## config.mk

```make
export PLATFORM = sky130hd
export DESIGN_NAME = seven_seg_scanner
export DESIGN_NICKNAME = d
export VERILOG_FILES = /design/src/rtl/seven_seg_pkg.sv /design/src/rtl/scan_slot_timer.sv /design/src/rtl/seven_seg_scanner.sv
export SDC_FILE = /design/constraint.sdc
export NUM_CORES = 1
export LEC_CHECK = 0
export BUFFER_PORTS_ARGS = -buffer_cell sky130_fd_sc_hd__buf_2
export CAP_MARGIN = 20
export CORE_MARGIN = 4
export CORE_UTILIZATION = 40
export DETAILED_ROUTE_END_ITERATION = 8
export PLACE_DENSITY = 0.57
export SYNTH_ARGS = -nofsm -noshare
export SYNTH_HDL_FRONTEND = slang
export SYNTH_SLANG_ARGS = --single-unit
```

## constraint.sdc

```tcl
create_clock -name clk -period 3.3 [get_ports clk]
set_input_delay 0 -clock clk [delete_from_list [all_inputs] [get_ports clk]]
set_output_delay 0 -clock clk [all_outputs]
set_load 0.01 [all_outputs]
```

## src/rtl/seven_seg_pkg.sv

```systemverilog
// Shared types and constants for the seven-segment display scanner.
// Segment bit order is a (bit0) through g (bit6), active-high.
package seven_seg_pkg;

    typedef logic [6:0] seg_t;

    localparam seg_t SEG_ZERO  = 7'h3F;
    localparam seg_t SEG_BLANK = 7'h00;

    typedef enum logic {
        PH_BLANK,
        PH_SHOW
    } scan_phase_t;

endpackage

```

## src/rtl/scan_slot_timer.sv

```systemverilog
// Slot timer for the display scanner.
// cnt counts cycles within a digit slot; idx selects the digit being scanned.
module scan_slot_timer #(
    parameter  int NUM_DIGITS  = 2,
    parameter  int SLOT_CYCLES = 1000,
    localparam int CNT_W       = $clog2(SLOT_CYCLES),
    localparam int IDX_W       = $clog2(NUM_DIGITS)
) (
    input  logic             clk_i,
    input  logic             rst_ni,
    output logic [CNT_W-1:0] cnt_o,
    output logic [IDX_W-1:0] idx_o,
    output logic             slot_end_o
);

    logic [CNT_W-1:0] cnt_q, cnt_d;
    logic [IDX_W-1:0] idx_q, idx_d;
    logic             slot_end;

    assign slot_end = (cnt_q == CNT_W'(SLOT_CYCLES - 1));

    always_comb begin
        cnt_d = cnt_q + CNT_W'(1);
        idx_d = idx_q;
        if (slot_end) begin
            cnt_d = '0;
            idx_d = (idx_q == IDX_W'(NUM_DIGITS - 1)) ? '0 : idx_q + IDX_W'(1);
        end
    end

    always_ff @(posedge clk_i or negedge rst_ni) begin
        if (!rst_ni) begin
            cnt_q <= '0;
            idx_q <= '0;
        end else begin
            cnt_q <= cnt_d;
            idx_q <= idx_d;
        end
    end

    assign cnt_o      = cnt_q;
    assign idx_o      = idx_q;
    assign slot_end_o = slot_end;

endmodule

```

## src/rtl/seven_seg_scanner.sv

```systemverilog
// Time-multiplexes pre-decoded digit patterns onto one segment bus with a
// dead-time blank per slot. SEVEN_SEG_LEADING_ZERO_BLANK_EN enables leading-zero suppression.
module seven_seg_scanner
    import seven_seg_pkg::*;
#(
    parameter int NUM_DIGITS   = 2,
    parameter int SLOT_CYCLES  = 1000,
    parameter int BLANK_CYCLES = 16
) (
    input  logic                    clk,
    input  logic                    rst,
    input  logic [7*NUM_DIGITS-1:0] digits_in,
    output logic [6:0]              seg_out,
    output logic [NUM_DIGITS-1:0]   dig_sel,
    output logic                    frame_start
);

    localparam int CNT_W = $clog2(SLOT_CYCLES);
    localparam int IDX_W = $clog2(NUM_DIGITS);

    if (NUM_DIGITS < 2) begin : g_bad_digits
        $error("seven_seg_scanner: NUM_DIGITS must be 2 or more");
    end
    if (SLOT_CYCLES < 2) begin : g_bad_slot
        $error("seven_seg_scanner: SLOT_CYCLES must be 2 or more");
    end
    if (BLANK_CYCLES < 1 || BLANK_CYCLES > SLOT_CYCLES - 1) begin : g_bad_blank
        $error("seven_seg_scanner: BLANK_CYCLES must be in 1..SLOT_CYCLES-1");
    end

    logic [CNT_W-1:0]        cnt;
    logic [IDX_W-1:0]        idx;
    logic                    slot_end;
    logic [7*NUM_DIGITS-1:0] frame_q, frame_d;
    logic [NUM_DIGITS-1:0]   suppress;
    scan_phase_t             phase;

    scan_slot_timer #(
        .NUM_DIGITS (NUM_DIGITS),
        .SLOT_CYCLES(SLOT_CYCLES)
    ) u_timer (
        .clk_i     (clk),
        .rst_ni    (rst),
        .cnt_o     (cnt),
        .idx_o     (idx),
        .slot_end_o(slot_end)
    );

    assign frame_start = (cnt == '0) && (idx == '0);

    // Capture the whole frame at once so a mid-frame count change cannot tear it.
    assign frame_d = frame_start ? digits_in : frame_q;

    always_ff @(posedge clk or negedge rst) begin
        if (!rst) begin
            frame_q <= '0;
        end else begin
            frame_q <= frame_d;
        end
    end

    assign phase = (int'(cnt) < BLANK_CYCLES) ? PH_BLANK : PH_SHOW;

`ifdef SEVEN_SEG_LEADING_ZERO_BLANK_EN
    // A digit is dark only if it and every more-significant digit is a zero.
    always_comb begin
        logic all_zero;
        all_zero = 1'b1;
        suppress = '0;
        for (int k = NUM_DIGITS - 1; k >= 1; k--) begin
            all_zero    = all_zero && (frame_q[7*k +: 7] == SEG_ZERO);
            suppress[k] = all_zero;
        end
    end
`else
    assign suppress = '0;
`endif

    always_comb begin
        seg_out = SEG_BLANK;
        dig_sel = '0;
        if (phase == PH_SHOW && !suppress[idx]) begin
            dig_sel = NUM_DIGITS'(1) << idx;
            seg_out = frame_q[7*int'(idx) +: 7];
        end
    end

    a_slot_wrap: assert property (@(posedge clk) disable iff (!rst) slot_end |=> (cnt == '0));

endmodule

```

# Word-level counts from Yosys, hierarchy flattened
# Cells that the tools add are included.
[classes] n_reduce_logical=4 n_lt_le_gt_ge=2 add_sub_neg=2 bitwise_logic=1 multipliers=1 shift=2 mux=6 eq_ne=1
[ops] cell="14-bit by 5-bit variable part select with 7-bit output" n=1
[ops] cell="10-bit by 1-bit adder with 10-bit output (second input constant)" n=1
[ops] cell="10-bit == test (second input constant)" n=1
[ops] cell="10-bit logical NOT" n=1
[ops] cell="10-bit by 5-bit less-than comparator with 1-bit output (second input constant)" n=1
[ops] cell="10-bit 2-to-1 mux" n=1
[ops] cell="7-bit 2-to-1 mux" n=1
[ops] cell="3-bit by 1-bit multiplier with 4-bit output (first input constant)" n=1
[ops] cell="1-bit 2-to-1 mux" n=3
[ops] cell="1-bit logical AND" n=2
[ops] cell="1-bit by 2-bit less-than comparator with 1-bit output (second input constant)" n=1
[ops] cell="2-bit 2-to-1 mux" n=1
[ops] cell="1-bit by 1-bit left shift with 2-bit output (first input constant)" n=1
[ops] cell="1-bit adder (second input constant)" n=1
[ops] cell="1-bit logical NOT" n=1
[ops] cell="1-bit NOT" n=1
[totals] input_bits=16 out_inout_bits=10 register_bits=25

# Depth between registers and ports, before layout
# Gate-level depths: netlist of run 1.
[depth] word_depth=5 depth_mapped=6

# Modules after synthesis
# Synthesis of run 1 repeated with hierarchy kept, for this count alone.
[unflattened] hier_cells=105 hier_area_um2=1296.2
[by_module_without_submodules] mod="seven_seg_scanner" instances=1 seq_area_each_um2=350.3 area_per_inst_um2=728.2 cells_each=52
[by_module_without_submodules] mod="scan_slot_timer" instances=1 seq_area_each_um2=275.3 area_per_inst_um2=568.0 cells_each=53

# Least setup slack after synthesis of run 1
# Ideal clock, no wire load.
[synth_timing] path_kind="register -> register" startpoint="reg u_timer.cnt_q[6] (netlist: u_timer.cnt_o[6])" endpoint="reg frame_q[10]" period_less_slack_ns=1.941 path_buffers=1 arrival_ns=1.816 required_ns=3.175 stages_incl_launch_ff=6 setup_time_ns=0.125 setup_slack_ns=1.359 path_cell_list="dfrtp_1 > or4_4 > nor3_4 > nand2_4 > buf_6 > mux2_4"
[synth_via] elab_chain_cells=2
[synth_rtl] element="start, declared" line="scan_slot_timer.sv:16" rtl="logic [CNT_W-1:0] cnt_q, cnt_d;"
[synth_rtl] element="start signal, assigned" line="scan_slot_timer.sv:36" rtl="cnt_q <= cnt_d;"
[synth_rtl] element="10-bit logical NOT" line="seven_seg_scanner.sv:49" rtl="assign frame_start = (cnt == '0) && (idx == '0);"
[synth_rtl] element="1-bit logical AND" line="seven_seg_scanner.sv:49"
[synth_rtl] element="end signal, assigned" line="seven_seg_scanner.sv:58" rtl="frame_q <= frame_d;"
[synth_rtl] element="end, declared" line="seven_seg_scanner.sv:34" rtl="logic [7*NUM_DIGITS-1:0] frame_q, frame_d;"
# No other way between the ends.
# A chain may end at the register's enable or synchronous reset.

# Worst setup path in the final report of run 1
[layout_timing] startpoint="reg u_timer.cnt_q[6] (netlist: u_timer.cnt_o[6])" endpoint="out frame_start"
[layout_via] elab_chain_cells=2
[layout_rtl] element="10-bit logical NOT" line="seven_seg_scanner.sv:49"
[layout_rtl] element="1-bit logical AND" line="seven_seg_scanner.sv:49"
[layout_rtl] element="end, declared" line="seven_seg_scanner.sv:15" rtl="output logic frame_start"
# No other way between the ends.

==> results.ini, run 1 <==
[cells_and_area]
final_nets=163
synthToLayoutAreaGrowth_pct=26.0
drive_above_1_share_pct=32.6
n_antenna_cell=0
finish.utilization_pct=54.9

[clock_network]
htreeDepth=1
clock_latency_ps=330
clock-sinks=25
clkTransAtPathRegs_ps=150
cts_tree=built
root_buffer=clkbuf_4
numCtsBuffers=3
clk_path_buf_depth=2

[drt]
routed_wl_um=2300
drtAntennaViolNets=0
vias=892
vias_per_cell=5.10
drc_errors=0
firstDrtPassIters=4
drt_iter0_drc=48
wire_per_inst_um=13.2

[placement]
place_congestion=0.837
dp_hpwl_um=1590
port_buffers=25

[global_routing]
grt_pass1_vias=969
antenna_found_initial=0
track_usage_pct=13.3
grt_first_pass_wirelength_um=4310
grt_max_degree=26
grt_overflow_total=0

[timing]
fin_crit_sh_pct=66.1
slew_headroom_pct=62.7
fin_crit_ps=2180
tightest_slew_ps=551
finalSetupViolCount=0
slew_viol_final=0
hold_violations=0
skew_ps=13.0
rsz0062_at_grt=no
hold_ws_ps=170
fin_tns_setup_ps=0
max_freq_ghz=0.458

[power_and_ir_drop]
power.leakage_uw=0.000787
power_density_mw_per_mm2=326
finalPower_uw=511
ir_worst_vdd_mv=0.235

[setup_path]
crit_required_ps=3300
cp_slowest_stage_delay_ps=560
cp-end-kind=output pin
cp-start-kind=flip-flop
critical_path.cell_chain=or4_4 > nor3_4 > nand2_4 > inv_1 > buf_2
worstPathArrival_ps=2180
cpMaxStageDelayCell=or4_4
worst-path-max-fanout=15
criticalPathCategory=reg -> out

[logic_synthesis]
ys_warn_count=0
ys_seq_area_share_pct=50.3
synth_nets=121
synth.most_common_cell=dfrtp_1
synth_ff_type=dfrtp_1
netlist_area_mm2=0.00124
yosys.area.top_type=dfrtp_1
synth-edff-count=0
ys_async_sr_fraction_pct=100
synthTopCellsByArea=dfrtp_1 (50%), mux2_4 (11%), mux2i_1 (5.6%), mux2_2 (4.5%), nor2_1 (3.9%)
avgSynthCellArea_um2=12.1
yosys.area.top_type_share_pct=50.3
synth_seq_cells=25
synthTopCellsByCount=dfrtp_1 (25), nor2_1 (13), mux2_4 (9)
syn_inst=103
ys_types=29

[worst_hold_path]
hp-class=in -> async

[floorplan]
io_pins=26
core_mm2=0.00285
fp-row-count=19
initial_core_util_pct=43.6
die_x_um=63.8
die_area_mm2=0.00407
die_h_um=63.8

[flow_run]
timing.max_cap.violations=0

[outcome]
status=completed

path summary, 6_finish.rpt:
check	from	endpoint	slack, ps	cells past startpoint
max	u_timer.cnt_o[6]$_DFF_PN0_	frame_start	1120	5
min	rst	u_timer.cnt_o[3]$_DFF_PN0_	170	2
max reg2reg	u_timer.cnt_o[6]$_DFF_PN0_	frame_q[4]$_DFFE_PN0P_	1200	4
min reg2reg	frame_q[13]$_DFFE_PN0P_	frame_q[13]$_DFFE_PN0P_	520	1
max in group asynchronous	rst	frame_q[0]$_DFFE_PN0P_	2760	2
min in group clk	digits_in[5]	frame_q[5]$_DFFE_PN0P_	420	3
metrics by stage:
stage | instances | area (um2) | worst slack [ps]
global route | 175 | 1570 | 927
floorplan | 103 | 1240 | 1360
detailed placement | 156 | 1390 | 1180
CTS | 175 | 1570 | 1060
finish | 175 | 1570 | 1120
global placement | 156 | 1390 | 1250
metal layers:
layer	part of all wire (%)	wire length, um	GRT usage, %
met5	0	0	0
met4	0.96	22	3.23
met3	4.7	108	3.85
met2	50	1150	22.8
met1	44	1020	16.5
where the power goes:
| group | internal (uW) | leakage [uW] | switching [uW] |
|---|---|---|---|
| Sequential | 315 | 0.000302 | 4.65 |
| Clock | 45.5 | 0.0000177 | 96.1 |
| Combinational | 32.1 | 0.000467 | 17.8 |
what timing repair did:
| action | 4_1_cts | 5_1_grt |
|---|---|---|
| hold buffers | 15 | 0 |
| gates resized for setup | 0 | 0 |
| setup buffers | 0 | 0 |
| hold endpoints to repair | 39 | 0 |
critical path, delay by kind of cell (launching register included):
family / cells / cell delay (ps)
flip-flops: 1 / 460
buffers and inverters: 2 / 230
AND/OR/NAND/NOR: 3 / 1170
cells in the final DEF, fill, tap and decap left out, types with 2 or more instances in the layout:
master | Yosys | final
a21oi_1 | 3 | 3
mux2i_1 | 7 | 7
and3_1 | 2 | 2
and2b_1 | 2 | 2
mux2_4 | 9 | 9
xor2_1 | 3 | 3
nand3_1 | 4 | 4
nor2_1 | 13 | 13
inv_1 | 3 | 3
buf_2 | 0 | 25
ha_1 | 2 | 2
mux2_2 | 5 | 5
clkbuf_4 | 0 | 3
nor4b_1 | 2 | 2
dlygate4sd3_1 | 0 | 15
a211o_1 | 2 | 2
a31oi_1 | 2 | 2
dfrtp_1 | 25 | 25
nand2_1 | 3 | 3
o21ai_0 | 2 | 2
xnor2_1 | 2 | 2
cell families (layout without fill, tap and decap cells):
| group | Yosys count | count (layout) | share of synthesized area, % |
|---|---|---|---|
| AND/OR/NAND/NOR | 35 | 35 | 16.3 |
| flip-flops | 25 | 25 | 50.3 |
| multiplexers | 21 | 21 | 21.0 |
| AO/OA/AOI/OAI | 9 | 9 | 4.43 |
| buffers and inverters | 6 | 47 | 2.41 |
| XOR/XNOR | 5 | 5 | 3.52 |
| adder cells (fa/ha/maj) | 2 | 2 | 2.01 |
final cells by class:
class	count	area, um2
fill	246	1290
sequential	25	626
multi-input combinational	72	588
timing repair buffer	40	275
tap	31	38.8
clock buffer	3	22.5
inverter	3	11.3
clock inverter	1	5.00
flip-flops by register name, indices dropped and copies added, names as in the netlist:
| signal | count |
|---|---|
| u_timer.cnt_o | 10 |
| u_timer.idx_o | 1 |
| frame_q | 14 |
Note: power is estimated with default switching activity, not from simulation.
==> run 2, diff against run 1 <==
clock period = 2.25 ns   (was 3.3 ns; I/O delays follow)
==> run 2 against run 1 <==
Non-clock buffer count grew 3. First-iteration DRC count shrank 29%. Core utilization grew 0.75 points. Die area is the same.
==> results.ini, run 2 (synthesis gave the netlist of run 1 again) <==
[floorplan]
die_area_mm2=0.00407  ; unchanged
initial_core_util_pct=43.6  ; unchanged
io_pins=26  ; unchanged
die_x_um=63.8  ; unchanged
die_h_um=63.8  ; unchanged
fp-row-count=19  ; unchanged
core_mm2=0.00285  ; unchanged

[clock_network]
clock-sinks=25  ; unchanged
numCtsBuffers=3  ; unchanged
cts-resized-gates=0  ; unchanged
ctsHoldBuffers=15  ; unchanged
cts_tree=built
clkTransAtPathRegs_ps=140  ; about the same
clock_latency_ps=310  ; -20 ps
htreeDepth=1  ; unchanged
root_buffer=clkbuf_4
clk_path_buf_depth=2  ; unchanged
cts_setup_buffers=0  ; unchanged

[placement]
place_congestion=0.869  ; +3.8%
dp_hpwl_um=1630  ; +2.4%
dp_slack_ps=279  ; -902 ps
port_buffers=25  ; unchanged
dp.cells=159  ; +1.9%

[power_and_ir_drop]
power_density_mw_per_mm2=466  ; +43%
ir_worst_vdd_mv=0.250  ; +6.4%
seq_power_share_pct=63.3  ; +0.8 points
p_comb_share_pct=9.8  ; about the same
clkPwrFrac_pct=26.8  ; -0.9 points
internal_power_uw=578  ; +47%
finalPower_uw=741  ; +45%
swShare_pct=21.9  ; -1.3 points
p_switching_uw=162  ; +37%
power.leakage_uw=0.000801  ; +1.7%

[worst_hold_path]
hp-class=in -> async

[timing]
skew_ps=5.25  ; -7.75 ps
timing.final.ws_setup_ps=219  ; -898 ps
fin_crit_sh_pct=90.2
slew_headroom_pct=56.1  ; -6.7 points
finalSetupViolCount=0  ; unchanged
fin_crit_ps=2030
fin_tns_setup_ps=0  ; unchanged
rsz0062_at_grt=no
slew_viol_final=0  ; unchanged
hold_violations=0  ; unchanged
tightest_slew_ps=650  ; +98.9 ps
max_freq_ghz=0.492

[cells_and_area]
drive_above_1_share_pct=33.3  ; +0.69 points
synthToLayoutAreaGrowth_pct=27.7
instances_no_fill=178  ; +1.7%
n_antenna_cell=0  ; unchanged
regMostFlops=frame_q
final_nets=166  ; +1.8%
largest_reg_flops=14  ; unchanged
final_cell_mix=dfrtp_1 (25), buf_2 (25), dlygate4sd3_1 (15)

[setup_path]
regToRegSetupSlack_ps=250  ; -950 ps
critical_path.cell_chain=or4_4 > nor3_4 > buf_4 > and2b_1 > buf_2
cp_slowest_stage_delay_ps=560  ; about the same
cp-start-kind=flip-flop
crit_required_ps=2250  ; -1050 ps
worst-path-max-fanout=9  ; -6
crit_family=simple AND/OR/NAND/NOR gates
path_buf_inv=2  ; unchanged
criticalPathCategory=reg -> out
worstPathArrival_ps=2030  ; -150 ps
cpMaxStageDelayCell=or4_4
cp-end-kind=output pin

[drt]
drc_errors=0  ; unchanged
wire_per_inst_um=12.9  ; -2.1%
vias_per_cell=5.10  ; about the same
firstDrtPassIters=4  ; unchanged
drt_iter0_drc=34  ; -29%
routed_wl_um=2290  ; -0.43%
drtAntennaViolNets=0  ; unchanged
vias=907  ; +1.7%

[global_routing]
grt_overflow_total=0  ; unchanged
grt_pass1_vias=985  ; +1.7%
track_usage_pct=12.6  ; -0.73 points
grtUsageMet3_pct=2.80  ; -1.1 points
antenna_found_initial=0  ; unchanged
grt_first_pass_wirelength_um=4170  ; -3.4%
grt-busiest-layer=met2
grtUsageMet2_pct=21.9  ; -0.91 points
grt_max_degree=26  ; unchanged
met1_usage_pct=16.0  ; -0.52 points

[outcome]
status=completed

[flow_run]
timing.max_cap.violations=0  ; unchanged

## run 2: per-stage QoR
stage	hold slack, ps	instance area, um2	utilization, %
floorplan	-296	1240	-
global placement	31.4	1410	49.5
detailed placement	28.7	1410	49.5
CTS	220	1590	55.7
global route	245	1590	55.7
finish	193	1590	55.7
## run 2: power groups by stage
stage / clock network [uW] / registers [uW] / logic [uW]
finish: 199 / 469 / 72.9
global route: 223 / 471 / 82.5
CTS: 204 / 469 / 74.7
detailed placement: 0 / 477 / 55.4
global placement: 0 / 477 / 53.8
floorplan: 0 / 475 / 25.5
## run 2: final timing paths
| path | startpoint | to | depth (start not counted) |
|---|---|---|---|
| max | u_timer.cnt_o[6]$_DFF_PN0_ | dig_sel[1] | 5 |
| min | rst | u_timer.cnt_o[4]$_DFF_PN0_ | 2 |
| max reg2reg | u_timer.cnt_o[0]$_DFF_PN0_ | u_timer.idx_o$_DFFE_PN0N_ | 5 |
| min reg2reg | frame_q[2]$_DFFE_PN0P_ | frame_q[2]$_DFFE_PN0P_ | 1 |
| max in group asynchronous | rst | u_timer.cnt_o[5]$_DFF_PN0_ | 2 |
| min in group clk | digits_in[4] | frame_q[4]$_DFFE_PN0P_ | 3 |
## run 2: final cells by class
cell class,count,area [um2]
Tap cell,31,38.8
Inverter,3,11.3
Fill cell,235,1260
Timing Repair Buffer,43,298
Multi-Input combinational cell,72,588
Clock buffer,4,26.3
Sequential cell,25,626
## run 2: routing by layer
| metal | share of wire (%) | up-vias |
|---|---|---|
| li1 | - | 447 |
| met2 | 47 | 20 |
| met1 | 48 | 438 |
| met5 | 0 | - |
| met4 | 0.61 | 0 |
| met3 | 4.4 | 2 |
## run 2: worst reg2reg max path, cell delays in order, from the launching register on
cell and delay, ps:
dfrtp_1 460, ha_1 230, nand2_1 110, nor4b_1 580
and3_1 390, xor2_1 160
==> run 3, diff against run 2 <==
CORE_ASPECT_RATIO = 1.75   (was default)
SYNTH_HIERARCHICAL = 1   (was default)
==> run 3 against run 2 <==
Combinational power up 2.9%. Maximum frequency up 3.4%. Die area up 4.6%. Clock power up 30%. Synthesized area up 4.2%. Setup slack better by 66 ps.
==> results.ini, run 3 <==
[timing]
finalSetupViolCount=0  ; unchanged
skew_ps=1.88  ; -3.37 ps
slew_viol_final=0  ; unchanged
fin_crit_sh_pct=87.3  ; -2.9 points
slew_headroom_pct=62.9  ; +6.9 points
hold_violations=0  ; unchanged
fin_tns_setup_ps=0  ; unchanged
max_freq_ghz=0.509  ; +3.4%
rsz0062_at_grt=no
fin_crit_ps=1960  ; -66.2 ps
tightest_slew_ps=556  ; -93.7 ps

[logic_synthesis]
ys_seq_area_share_pct=48.3  ; -2.0 points
synth_ff_type=dfrtp_1
synthTopCellsByArea=dfrtp_1 (48%), mux2_4 (10%), mux2i_1 (5.4%), mux2_2 (4.3%), nor2_1 (2.9%)
synth_nets=122  ; +0.83%
syn_inst=105  ; +1.9%
ys_warn_count=6  ; +6
yosys.area.top_type_share_pct=48.3  ; -2.0 points
synth_seq_cells=25  ; unchanged
yosys.area.top_type=dfrtp_1
synth.most_common_cell=dfrtp_1
netlist_area_mm2=0.00130  ; +4.2%
synthTopCellsByCount=dfrtp_1 (25), nor2_1 (10), mux2_4 (9)
ys_async_sr_fraction_pct=100  ; unchanged
synth-edff-count=0  ; unchanged
avgSynthCellArea_um2=12.3  ; +2.2%
ys_types=38  ; +31%

[drt]
vias=951  ; +4.9%
drtAntennaViolNets=0  ; unchanged
routed_wl_um=2730  ; +19%
drc_errors=0  ; unchanged
drt_iter0_drc=25  ; -26%
vias_per_cell=4.95  ; -2.8%
firstDrtPassIters=4  ; unchanged
wire_per_inst_um=14.2  ; +11%

[global_routing]
grt_pass1_vias=1055  ; +7.1%
grt_overflow_total=0  ; unchanged
grt_max_degree=26  ; unchanged
grt_first_pass_wirelength_um=4750  ; +14%
track_usage_pct=14.4  ; +1.8 points
antenna_found_initial=0  ; unchanged

[floorplan]
die_x_um=51.0  ; -20%
initial_core_util_pct=41.3  ; -2.3 points
die_h_um=83.3  ; +31%
die_area_mm2=0.00425  ; +4.6%
io_pins=26  ; unchanged
fp-row-count=27  ; +8
core_mm2=0.00314  ; +10%

[setup_path]
r2r_end=frame_q[0]$_DFFE_PN0P_
crit_required_ps=2400  ; +150 ps
r2r_start=u_timer/cnt_o[6]$_DFF_PN0_
regToRegSetupSlack_ps=290  ; +40 ps
criticalPathCategory=reg -> reg
cp-start-kind=flip-flop
worst-path-max-fanout=15  ; +6
crit_family=simple AND/OR/NAND/NOR gates
cpMaxStageDelayCell=or4_4
path_buf_inv=1  ; -1
rr_worst_depth=4  ; -1
cp_slowest_stage_delay_ps=550  ; about the same
cp-end-kind=flip-flop
worstPathArrival_ps=2120  ; +90 ps
critical_path.cell_chain=or4_4 > and4bb_1 > buf_12 > mux2_2
crit_start=u_timer/cnt_o[6]$_DFF_PN0_

[cells_and_area]
final_nets=167  ; +0.60%
final_cell_mix=dfrtp_1 (25), buf_2 (25), dlygate4sd3_1 (15)
largest_reg_flops=14  ; unchanged
drive_above_1_share_pct=35.6  ; +2.2 points
regMostFlops=frame_q
postLayoutCellArea_mm2=0.00167  ; +4.9%
synthToLayoutAreaGrowth_pct=28.5
register_area_um2=626  ; unchanged
instances_no_fill=192  ; +7.9%
multi_input_comb_area_um2=612  ; +4.0%
fillerInstances=287  ; +22%
n_antenna_cell=0  ; unchanged

[clock_network]
cts_tree=built
clkTransAtPathRegs_ps=80  ; -60 ps
clk_path_buf_depth=2  ; unchanged
clock_latency_ps=260  ; -50 ps
htreeDepth=1  ; unchanged
numCtsBuffers=3  ; unchanged
root_buffer=clkbuf_8
clock-sinks=25  ; unchanged

[placement]
placed_area_mm2=0.00147  ; +4.2%
place_congestion=0.773  ; -11%
dp.cells=173  ; +8.8%
dp_hpwl_um=1960  ; +20%
port_buffers=25  ; unchanged

[power_and_ir_drop]
power.leakage_uw=0.000741  ; -7.5%
power_density_mw_per_mm2=481  ; +3.2%
ir_worst_vdd_mv=0.246  ; -1.9%
finalPower_uw=802  ; +8.3%

[outcome]
status=completed

[worst_hold_path]
hp-class=in -> async

[flow_run]
timing.max_cap.violations=0  ; unchanged

==> run 3: changes by cell type in the layout (fill, tap and decap cells not counted), moves of 2 or more <==
| cell | previous run | this run |
|---|---|---|
| and2b_1 | 2 | 0 |
| nor4b_1 | 2 | 0 |
| nor2b_1 | 1 | 3 |
| a31oi_1 | 2 | 0 |
| clkbuf_8 | 0 | 3 |
| and3_1 | 2 | 0 |
| nor2_1 | 13 | 10 |
| nand3_1 | 4 | 7 |
| a21oi_1 | 3 | 1 |
| clkbuf_4 | 3 | 0 |
| a211o_1 | 2 | 0 |
==> run 3: worst max path at each step <==
| stage | slack [ps] | endpoint | cells past startpoint |
|---|---|---|---|
| 2_1_floorplan | 340 | frame_q[10]$_DFFE_PN0P_ | 5 |
| 3_3_place_gp | 340 | frame_q[12]$_DFFE_PN0P_ | 4 |
| 3_5_place_dp | 300 | frame_q[0]$_DFFE_PN0P_ | 4 |
| 4_1_cts | 280 | frame_q[0]$_DFFE_PN0P_ | 4 |
| 5_1_grt | 230 | frame_q[2]$_DFFE_PN0P_ | 4 |
| 6_report | 290 | frame_q[0]$_DFFE_PN0P_ | 4 |
==> run 3: power by group <==
| group | leakage (uW) | internal (uW) | switching (uW) |
|---|---|---|---|
| logic | 0.000416 | 47.2 | 27.9 |
| registers | 0.000302 | 462 | 6.88 |
| clock network | 0.0000228 | 126 | 132 |
==> run 3: timing repair <==
action / CTS / global route
hold buffers: 15 / 0
buffers inserted: 0 / 0
gates resized for setup: 0 / 0
endpoints found under the hold margin: 39 / 0
==> run 3: cell type report <==
| class | instances | area share [%] |
|---|---|---|
| clock buffers | 4 | 2.70 |
| inverters | 3 | 0.676 |
| multi-input cells | 73 | 36.7 |
| flip-flops and latches | 25 | 37.6 |
| well taps | 43 | 3.23 |
| repair buffers | 44 | 19.1 |
==> run 3: per-stage QoR <==
step	worst slack (ps)	hold WS [ps]	util, %
after floorplan	343	-296	-
after global placement	340	15.7	46.8
after detailed placement	296	24.2	46.8
after CTS	283	268	53.0
after global routing	227	315	53.0
final	286	252	53.0
==> run 3: routing by layer <==
| layer | track usage, % | vias up | part of all wire [%] |
|---|---|---|---|
| met5 | 0 | - | 0 |
| met4 | 5.88 | 0 | 1.1 |
| met3 | 2.15 | 4 | 3.1 |
| met2 | 26.6 | 24 | 56 |
| met1 | 15.5 | 456 | 40 |
| li1 | - | 467 | - |
==> run 3: kinds of logic (layout without fill, tap and decap cells) <==
group / count (synthesis) / in the layout / share of synthesized area [%]
xor gates and xnor gates: 4 / 4 / 2.70
AOI/OAI and AO/OA: 9 / 9 / 5.02
DFF: 25 / 25 / 48.3
buffers and inverters: 7 / 51 / 4.54
muxes: 21 / 21 / 20.2
and+or+nand+nor: 38 / 38 / 18.3
adders and majority gates: 1 / 1 / 0.965
